File: src/rtl/mem_arbiter.sv
// -----------------------------------------------------------------------------
// mem_arbiter
//   Serializes the Riscv151 core's icache and dcache requests onto a single
//   valid/ready memory request channel. At most one memory transaction is in
//   flight. When both caches request together, the dcache op goes first.
//   The core is frozen (stall) whenever the arbiter is not idle. Read data is
//   held in registers and is valid in the first cycle stall is low again.
//
// Ports
//   clk, reset       clock, asynchronous active-high reset
//   icache_*         fetch request in (addr, re), registered fetch data out
//   dcache_*         load/store request in (addr, re, we mask, din),
//                    registered load data out
//   stall            freeze core, decoded from state
//   mem_req_*        request channel (valid/ready, rw, addr, data, mask)
//   mem_resp_*       in-order read response (valid, data)
//   mem_err          sticky flag: a read timed out
//   stall_cycles     stall cycle counter
//
// Configuration
//   MEM_ARB_STALL_CNT_EN  when defined, stall_cycles counts clocks with
//                         stall = 1 (saturating); otherwise tied to zero.
// -----------------------------------------------------------------------------
module mem_arbiter #(
  parameter int AWIDTH  = 32,
  parameter int DWIDTH  = 32,
  parameter int TIMEOUT = 255
) (
  input  logic                clk,
  input  logic                reset,
  input  logic [AWIDTH-1:0]   icache_addr,
  input  logic                icache_re,
  output logic [DWIDTH-1:0]   icache_dout,
  input  logic [AWIDTH-1:0]   dcache_addr,
  input  logic                dcache_re,
  input  logic [DWIDTH/8-1:0] dcache_we,
  input  logic [DWIDTH-1:0]   dcache_din,
  output logic [DWIDTH-1:0]   dcache_dout,
  output logic                stall,
  output logic                mem_req_valid,
  input  logic                mem_req_ready,
  output logic                mem_req_rw,
  output logic [AWIDTH-1:0]   mem_req_addr,
  output logic [DWIDTH-1:0]   mem_req_data,
  output logic [DWIDTH/8-1:0] mem_req_mask,
  input  logic                mem_resp_valid,
  input  logic [DWIDTH-1:0]   mem_resp_data,
  output logic                mem_err,
  output logic [31:0]         stall_cycles
);

  localparam int MW = DWIDTH / 8;
  // Counter wide enough to hold TIMEOUT-1; a 1-bit dummy when timeouts are off.
  localparam int TW = (TIMEOUT > 1) ? $clog2(TIMEOUT + 1) : 1;
  localparam logic [TW-1:0]     TLIM = (TIMEOUT > 0) ? TW'(TIMEOUT - 1) : '0;
  localparam logic [DWIDTH-1:0] BAD  = DWIDTH'(32'hDEADBEEF);

  typedef enum logic [2:0] {IDLE, D_REQ, D_WAIT, I_REQ, I_WAIT} state_t;

  state_t            state;
  logic              ipend;
  logic              cap_rw;
  logic [AWIDTH-1:0] cap_iaddr;
  logic [AWIDTH-1:0] cap_daddr;
  logic [DWIDTH-1:0] cap_din;
  logic [MW-1:0]     cap_mask;
  logic [TW-1:0]     tcnt;
  logic              timed_out;
  logic              d_op;

  assign d_op      = dcache_re | (|dcache_we);
  // The count reaching TIMEOUT-1 means this is the TIMEOUT-th wait cycle.
  assign timed_out = (TIMEOUT != 0) && (tcnt == TLIM);

  // NOTE: every register below is assigned with <= so that all state updates
  // see the pre-edge values, independent of statement order.
  always_ff @(posedge clk or posedge reset) begin
    if (reset) begin
      state       <= IDLE;
      ipend       <= 1'b0;
      cap_rw      <= 1'b0;
      cap_iaddr   <= '0;
      cap_daddr   <= '0;
      cap_din     <= '0;
      cap_mask    <= '0;
      tcnt        <= '0;
      icache_dout <= '0;
      dcache_dout <= '0;
      mem_err     <= 1'b0;
    end else begin
      case (state)
        IDLE: begin
          if (icache_re | d_op) begin
            ipend     <= icache_re;
            cap_rw    <= |dcache_we;
            cap_iaddr <= icache_addr;
            cap_daddr <= dcache_addr;
            cap_din   <= dcache_din;
            cap_mask  <= dcache_we;   // zero for loads, so reads carry mask 0
            state     <= d_op ? D_REQ : I_REQ;
          end
        end
        D_REQ: begin
          if (mem_req_ready) begin
            if (cap_rw) begin
              // Stores get no response; move straight on.
              state <= ipend ? I_REQ : IDLE;
            end else begin
              state <= D_WAIT;
              tcnt  <= '0;
            end
          end
        end
        D_WAIT: begin
          // A response in the same cycle as the timeout wins.
          if (mem_resp_valid) begin
            dcache_dout <= mem_resp_data;
            state       <= ipend ? I_REQ : IDLE;
          end else if (timed_out) begin
            dcache_dout <= BAD;
            mem_err     <= 1'b1;
            state       <= ipend ? I_REQ : IDLE;
          end else begin
            tcnt <= tcnt + TW'(1);
          end
        end
        I_REQ: begin
          if (mem_req_ready) begin
            state <= I_WAIT;
            tcnt  <= '0;
          end
        end
        I_WAIT: begin
          if (mem_resp_valid) begin
            icache_dout <= mem_resp_data;
            state       <= IDLE;
          end else if (timed_out) begin
            icache_dout <= BAD;
            mem_err     <= 1'b1;
            state       <= IDLE;
          end else begin
            tcnt <= tcnt + TW'(1);
          end
        end
        default: state <= IDLE;
      endcase
    end
  end

  // Request channel is decoded from state and captured registers only, so the
  // fields cannot move while a request waits for ready.
  assign stall         = (state != IDLE);
  assign mem_req_valid = (state == D_REQ) || (state == I_REQ);
  assign mem_req_rw    = (state == D_REQ) && cap_rw;
  assign mem_req_addr  = (state == I_REQ) ? cap_iaddr : cap_daddr;
  assign mem_req_data  = cap_din;
  assign mem_req_mask  = (state == D_REQ) ? cap_mask : '0;

`ifdef MEM_ARB_STALL_CNT_EN
  logic [31:0] stall_cnt;

  always_ff @(posedge clk or posedge reset) begin
    if (reset) begin
      stall_cnt <= '0;
    end else if (stall && (stall_cnt != 32'hFFFF_FFFF)) begin
      stall_cnt <= stall_cnt + 32'd1;
    end
  end

  assign stall_cycles = stall_cnt;
`else
  assign stall_cycles = 32'd0;
`endif

endmodule

File: config.mk
export PLATFORM = sky130hd
export DESIGN_NAME = mem_arbiter
export DESIGN_NICKNAME = d
export VERILOG_FILES = /design/src/rtl/mem_arbiter.sv
export SDC_FILE = /design/constraint.sdc
export NUM_CORES = 1
export LEC_CHECK = 0
export BUFFER_PORTS_ARGS = -buffer_cell sky130_fd_sc_hd__buf_2
export CORE_ASPECT_RATIO = 1.1
export CORE_MARGIN = 2
export CORE_UTILIZATION = 30
export DETAILED_ROUTE_END_ITERATION = 8
export GPL_TIMING_DRIVEN = 0
export PLACE_DENSITY = 0.54
export RECOVER_POWER = 100
export SKIP_CTS_REPAIR_TIMING = 1
export SYNTH_ARGS = -nofsm -noshare
export SYNTH_HDL_FRONTEND = slang
export SYNTH_SLANG_ARGS = --single-unit
File: constraint.sdc
create_clock -name clk -period 7.3 [get_ports clk]
set_clock_uncertainty 0.1 [all_clocks]
set_input_delay 0.365 -clock clk [delete_from_list [all_inputs] [get_ports clk]]
set_output_delay 0.365 -clock clk [all_outputs]
set_load 0.01 [all_outputs]
==> Yosys cells after proc, flatten, opt, wreduce, memory -nomap -nowiden <==
Index checks and enable logic that the tools add are counted.
{ "totals": {"inputBits": 138, "register_bits": 178, "romBits": 0, "word_cells": 63, "latch_bits": 0, "memories": 0, "ram_bits": 0, "out_inout_bits": 168} }
{ "op_classes": {"n_mul": 0, "bitwise_logic": 3, "n_eq_ne": 13, "div_mod_pow": 0, "n_mux": 21, "order_cmp": 0, "reduce_logical": 14, "shifts": 0, "n_addsub": 1} }
{ "op_table": {"columns": ["op", "n"], "rows": [
  ["two-way mux 32 bit", 3],
  ["two-way mux 8 bit", 5],
  ["case mux 8 bit (3 select lines)", 1],
  ["two-way mux 3 bit", 7],
  ["case mux 3 bit (5 select lines)", 1],
  ["inequality test 2 bit (second input constant)", 6],
  ["adder 8 x 1 -> 8 bit (second input constant)", 1],
  ["equality test 8 bit (second input constant)", 1],
  ["equality test 3 x 2 -> 1 bit (second input constant)", 2],
  ["two-way mux 2 bit", 3],
  ["inequality test 3 bit (second input constant)", 2],
  ["AND reduction 2 bit", 3],
  ["AND reduction 6 bit", 1],
  ["nonzero test 3 bit", 2],
  ["AND reduction 5 bit", 1],
  ["two-way mux 4 bit", 1],
  ["OR reduction 4 bit", 1],
  ["equality test 3 x 1 -> 1 bit (second input constant)", 1],
  ["equality test 3 bit (second input constant)", 1],
  ["zero test 3 bit", 1],
  ["AND reduction 3 bit", 1],
  ["bitwise OR 1 bit", 2],
  ["nonzero test 2 bit", 1],
  ["OR reduction 2 bit", 1],
  ["3 further kinds", 3]
]} }

==> Longest topological paths before layout <==
{ "logic_depth": {"word_depth": 5, "mapped_depth": 8, "mapped_depth_nobuf": 6} }

==> Worst setup path after synthesis <==
Ideal clock, no wire load.
{ "synth_timing": {"path_type": "input to register", "from": "in dcache_we[1]", "to": "reg cap_din[12] (netlist: mem_req_data[12])", "n_path_buf": 2, "arrival_time_ps": 1795, "path_slack_ps": 5277, "path_stages": 5, "setup_ps": 127, "t_required_ps": 7073, "cell_sequence": "or4_4 -> o31ai_4 -> buf_12 -> buf_8 -> mux2_1"} }
{ "synth_between": {"elab_chain_cells": 4} }
{ "synth_rtl": {"columns": ["element", "line_no", "source"], "rows": [
  ["start, declared", "36", "input logic [DWIDTH/8-1:0] dcache_we,"],
  ["OR reduction 4 bit", "71", "assign d_op = dcache_re | (|dcache_we);"],
  ["bitwise OR 1 bit", "71", null],
  ["bitwise OR 1 bit", "93", "if (icache_re | d_op) begin"],
  ["AND reduction 2 bit (no line)", null, null],
  ["end signal, assigned", "98", "cap_din <= dcache_din;"],
  ["end, declared", "65", "logic [DWIDTH-1:0] cap_din;"]
]} }
Every way passes these cells.
A chain may end at the register's enable or synchronous reset.

==> run metrics <==
fmax approximately 0.28 GHz; setup violators final 0; post-layout minimum cycle time 3.63 ns; r2r startpoint state[1]$_DFFE_PP0P_; total track usage 0.147; Die X 161 um; # Max-Cap Violations 1; Simple-Gate Fraction of Synth Area 0.0566; final RePlAce weighted congestion between 0.7 and 0.8; final core utilization 0.374; clock share of power 0.206; first-pass iteration count of the detailed router 4; status complete, but fails checks; Worst-Skew Late Latency roughly 0.43 ns; Worst Setup End Kind async pin; initial antenna violation count 2; nets ~1000; Die H about 180 um; Final Hold Fails 0; sw frac 0.367; period utilisation layout 0.497; WL final about 20 mm; CP startpoint kind input port; Sink Count roughly 180; CP max stage delay 2.23 ns; commonest non-fill, non-tap cell in the layout dfrtp_1; internal power around 2.9 mW; distinct cell type count after synthesis 43; largest family of logic cells by synthesized area multiplexers; post-place setup slack slightly below 5 ns; worst hold stages 2; final worst slack ~3.7 ns; CP bufs+invs 3; Seq/Total Area, Yosys 0.551; slew margin rel. -1.71; CP delay by family, top buffers and inverters; DPL Wire Length between 10 and 15 mm; Power Total 4.54 mW; Logic pwr share 0.409; first-pass GRT wire length 32.6 mm; RSZ-0062 raised after global routing false; total number of vias roughly 5600; worst-path cell chain dlygate4sd3_1 -> buf_2 -> clkinvlp_2; Ys Warns 0; largest net degree at the start of global routing 91; area delta synth->final 23.7%; Non-Filler Instances approximately 1300; die area between 20000 and 30000 sq um; switching power approximately 1.7 mW; grt total ovfl 0; PwrDens 454 nW/um^2; Inserted Clock Buffers 17; number of global-route vias before repair slightly below 6000; Post-Synth Adder-Cell Area 0.00309; slew of the pin with the lowest slew margin a little over 4 ns; max-slew violation count 90; TritonCTS clock tree yes; area occupied by multi-input gates 2860 sq um; XOR/XNOR share of the synthesized area 0.00108; worst hold start dcache_addr[26]; Max Fanout on Critical Path 90; HP Class input port to flip-flop; most frequent cells in the layout dfrtp_1, clkbuf_1, buf_2; # diodes 0; I/O pin total 306; Placed Cells ~1200; drt via density about 4.4; Avg Cell Area, Syn ~14 sq um; sink of the worst hold path cap_daddr[26]$_DFFE_PP0P_; Clock Pin Slew Worst Setup and Hold Paths 0.07 ns; Port Buffers 273; root buffer cell clkbuf_16; mux cell area share after synthesis 0.215; Syn Std Cell Area a little over 8000 sq um; r2r setup slk between 4 and 5 ns; FP Rows between 60 and 70; FF+latch count, synth about 180; Max VDD drop 230 uV; leak pwr 4.49 nW; Antenna Nets Post-Route 0; Placeable Area 26700 sq um; Post-synth ARST share 1.00; WP data required around 7 ns; WP data arrival about 3.4 ns; layout cell share with drive strength beyond 1 0.293; Post-synth EDFFs 0; number of fill cells in the layout roughly 2700; clock buffer depth 2; Top FF cell, synth dfrtp_1; Flop pwr share 0.385; Storage cell area between 4000 and 5000 sq um; # H-tree levels 4; CP max-delay cell clkinvlp_2; hold slack 0.0419 ns; Avg WL per Cell approximately 16 um; number of DRC markers in iteration 0 200; worst-case reg-to-reg path depth 6; Compound-Gate Fraction of Synth Area 0.0991; DRC 0; Synth Instances about 570; Crit Reg-Reg Endpoint cap_iaddr[6]$_DFFE_PP0P_; WS Path Type input port to async pin; failing checks max-capacitance violations, max-slew violations; Initial Util 0.303
registers in the layout, summed over array words and instances, names as in the netlist:
| signal | cells |
|---|---|
| dcache_dout | 32 |
| cap_daddr | 32 |
| cap_mask | 4 |
| cap_iaddr | 32 |
| state | 3 |
| icache_dout | 32 |
| ipend | 1 |
| tcnt | 8 |
| mem_req_data | 32 |
| cap_rw | 1 |
| mem_err | 1 |
stage by stage:
stage | instance area, sq um | setup TNS [ns]
finish | 10000 | 0
global route | 10000 | 0
CTS | 10600 | 0
detailed placement | 10100 | 0
global placement | 10000 | -89.97
floorplan | 8210 | 0
layer usage:
metal  vias up  share of wire  global-route usage
li1       2628              -                   -
met4         2         0.0095              0.0383
met1      2689           0.43               0.182
met3        15          0.089              0.0583
met5         -        0.00078                   0
met2       216           0.47               0.240
how the worst max path moves through the flow:
| stage | startpoint | to | slack [ns] | depth (start not counted) |
|---|---|---|---|---|
| final | reset | icache_dout[27]$_DFFE_PP0P_ | 3.67 | 3 |
| after global routing | reset | icache_dout[7]$_DFFE_PP0P_ | 2.93 | 3 |
| after CTS | state[2]$_DFFE_PP0P_ | mem_req_addr[3] | 4.40 | 7 |
| after detailed placement | state[0]$_DFFE_PP0P_ | dcache_dout[8]$_DFFE_PP0P_ | 4.89 | 4 |
| after global placement | reset | dcache_dout[9]$_DFFE_PP0P_ | -0.52 | 2 |
| after floorplan | reset | cap_daddr[0]$_DFFE_PP0P_ | 2.00 | 1 |
Yosys cell counts (2+ instances only):
library cell	number	area [sq um]
dfrtp_1	178	4450
mux2_4	80	1200
a2bb2oi_1	48	420
mux2_2	43	484
buf_4	36	270
nor2b_1	26	163
nand2_1	22	82.6
a32o_1	17	170
clkbuf_1	12	45.0
inv_1	11	41.3
buf_12	9	180
buf_2	9	45.0
and2_1	7	43.8
o21ai_0	7	35.0
mux2_1	5	56.3
nand3_1	5	25.0
nor2_1	5	18.8
nor3_1	5	25.0
o211ai_1	4	30.0
a21o_1	3	22.5
nand2b_1	3	18.8
o22ai_1	3	18.8
a31oi_1	2	12.5
ha_1	2	25.0
nand4_1	2	12.5
o21a_1	2	15.0
or2_2	2	12.5
or4_1	2	15.0
power groups by stage:
stage,combinational (mW),clock (mW),sequential [mW]
2_1_floorplan,1.58,0,1.84
3_3_place_gp,2.42,0,1.76
3_5_place_dp,2.45,0,1.75
4_1_cts,2.45,0.969,1.75
5_1_grt,2.05,1.01,1.82
6_report,1.86,0.935,1.75
logic make-up (layout without fill, tap and decap cells):
group,Yosys count,count (layout)
flops,178,178
mux,128,128
compound gates,94,94
simple gates,83,83
buf+inv,78,385
fa+ha+maj,2,2
other cells,1,32
xor+xnor,1,1
layout make-up:
type                            instances  area share
Multi-Input combinational cell        340       0.286
Timing Repair Buffer                  275       0.124
Clock buffer                           21      0.0460
Sequential cell                       178       0.445
Clock inverter                         11      0.0126
Buffer                                 67      0.0373
Inverter                               11     0.00425
Tap cell                              357      0.0446
Note: power is estimated with default switching activity, not from simulation.
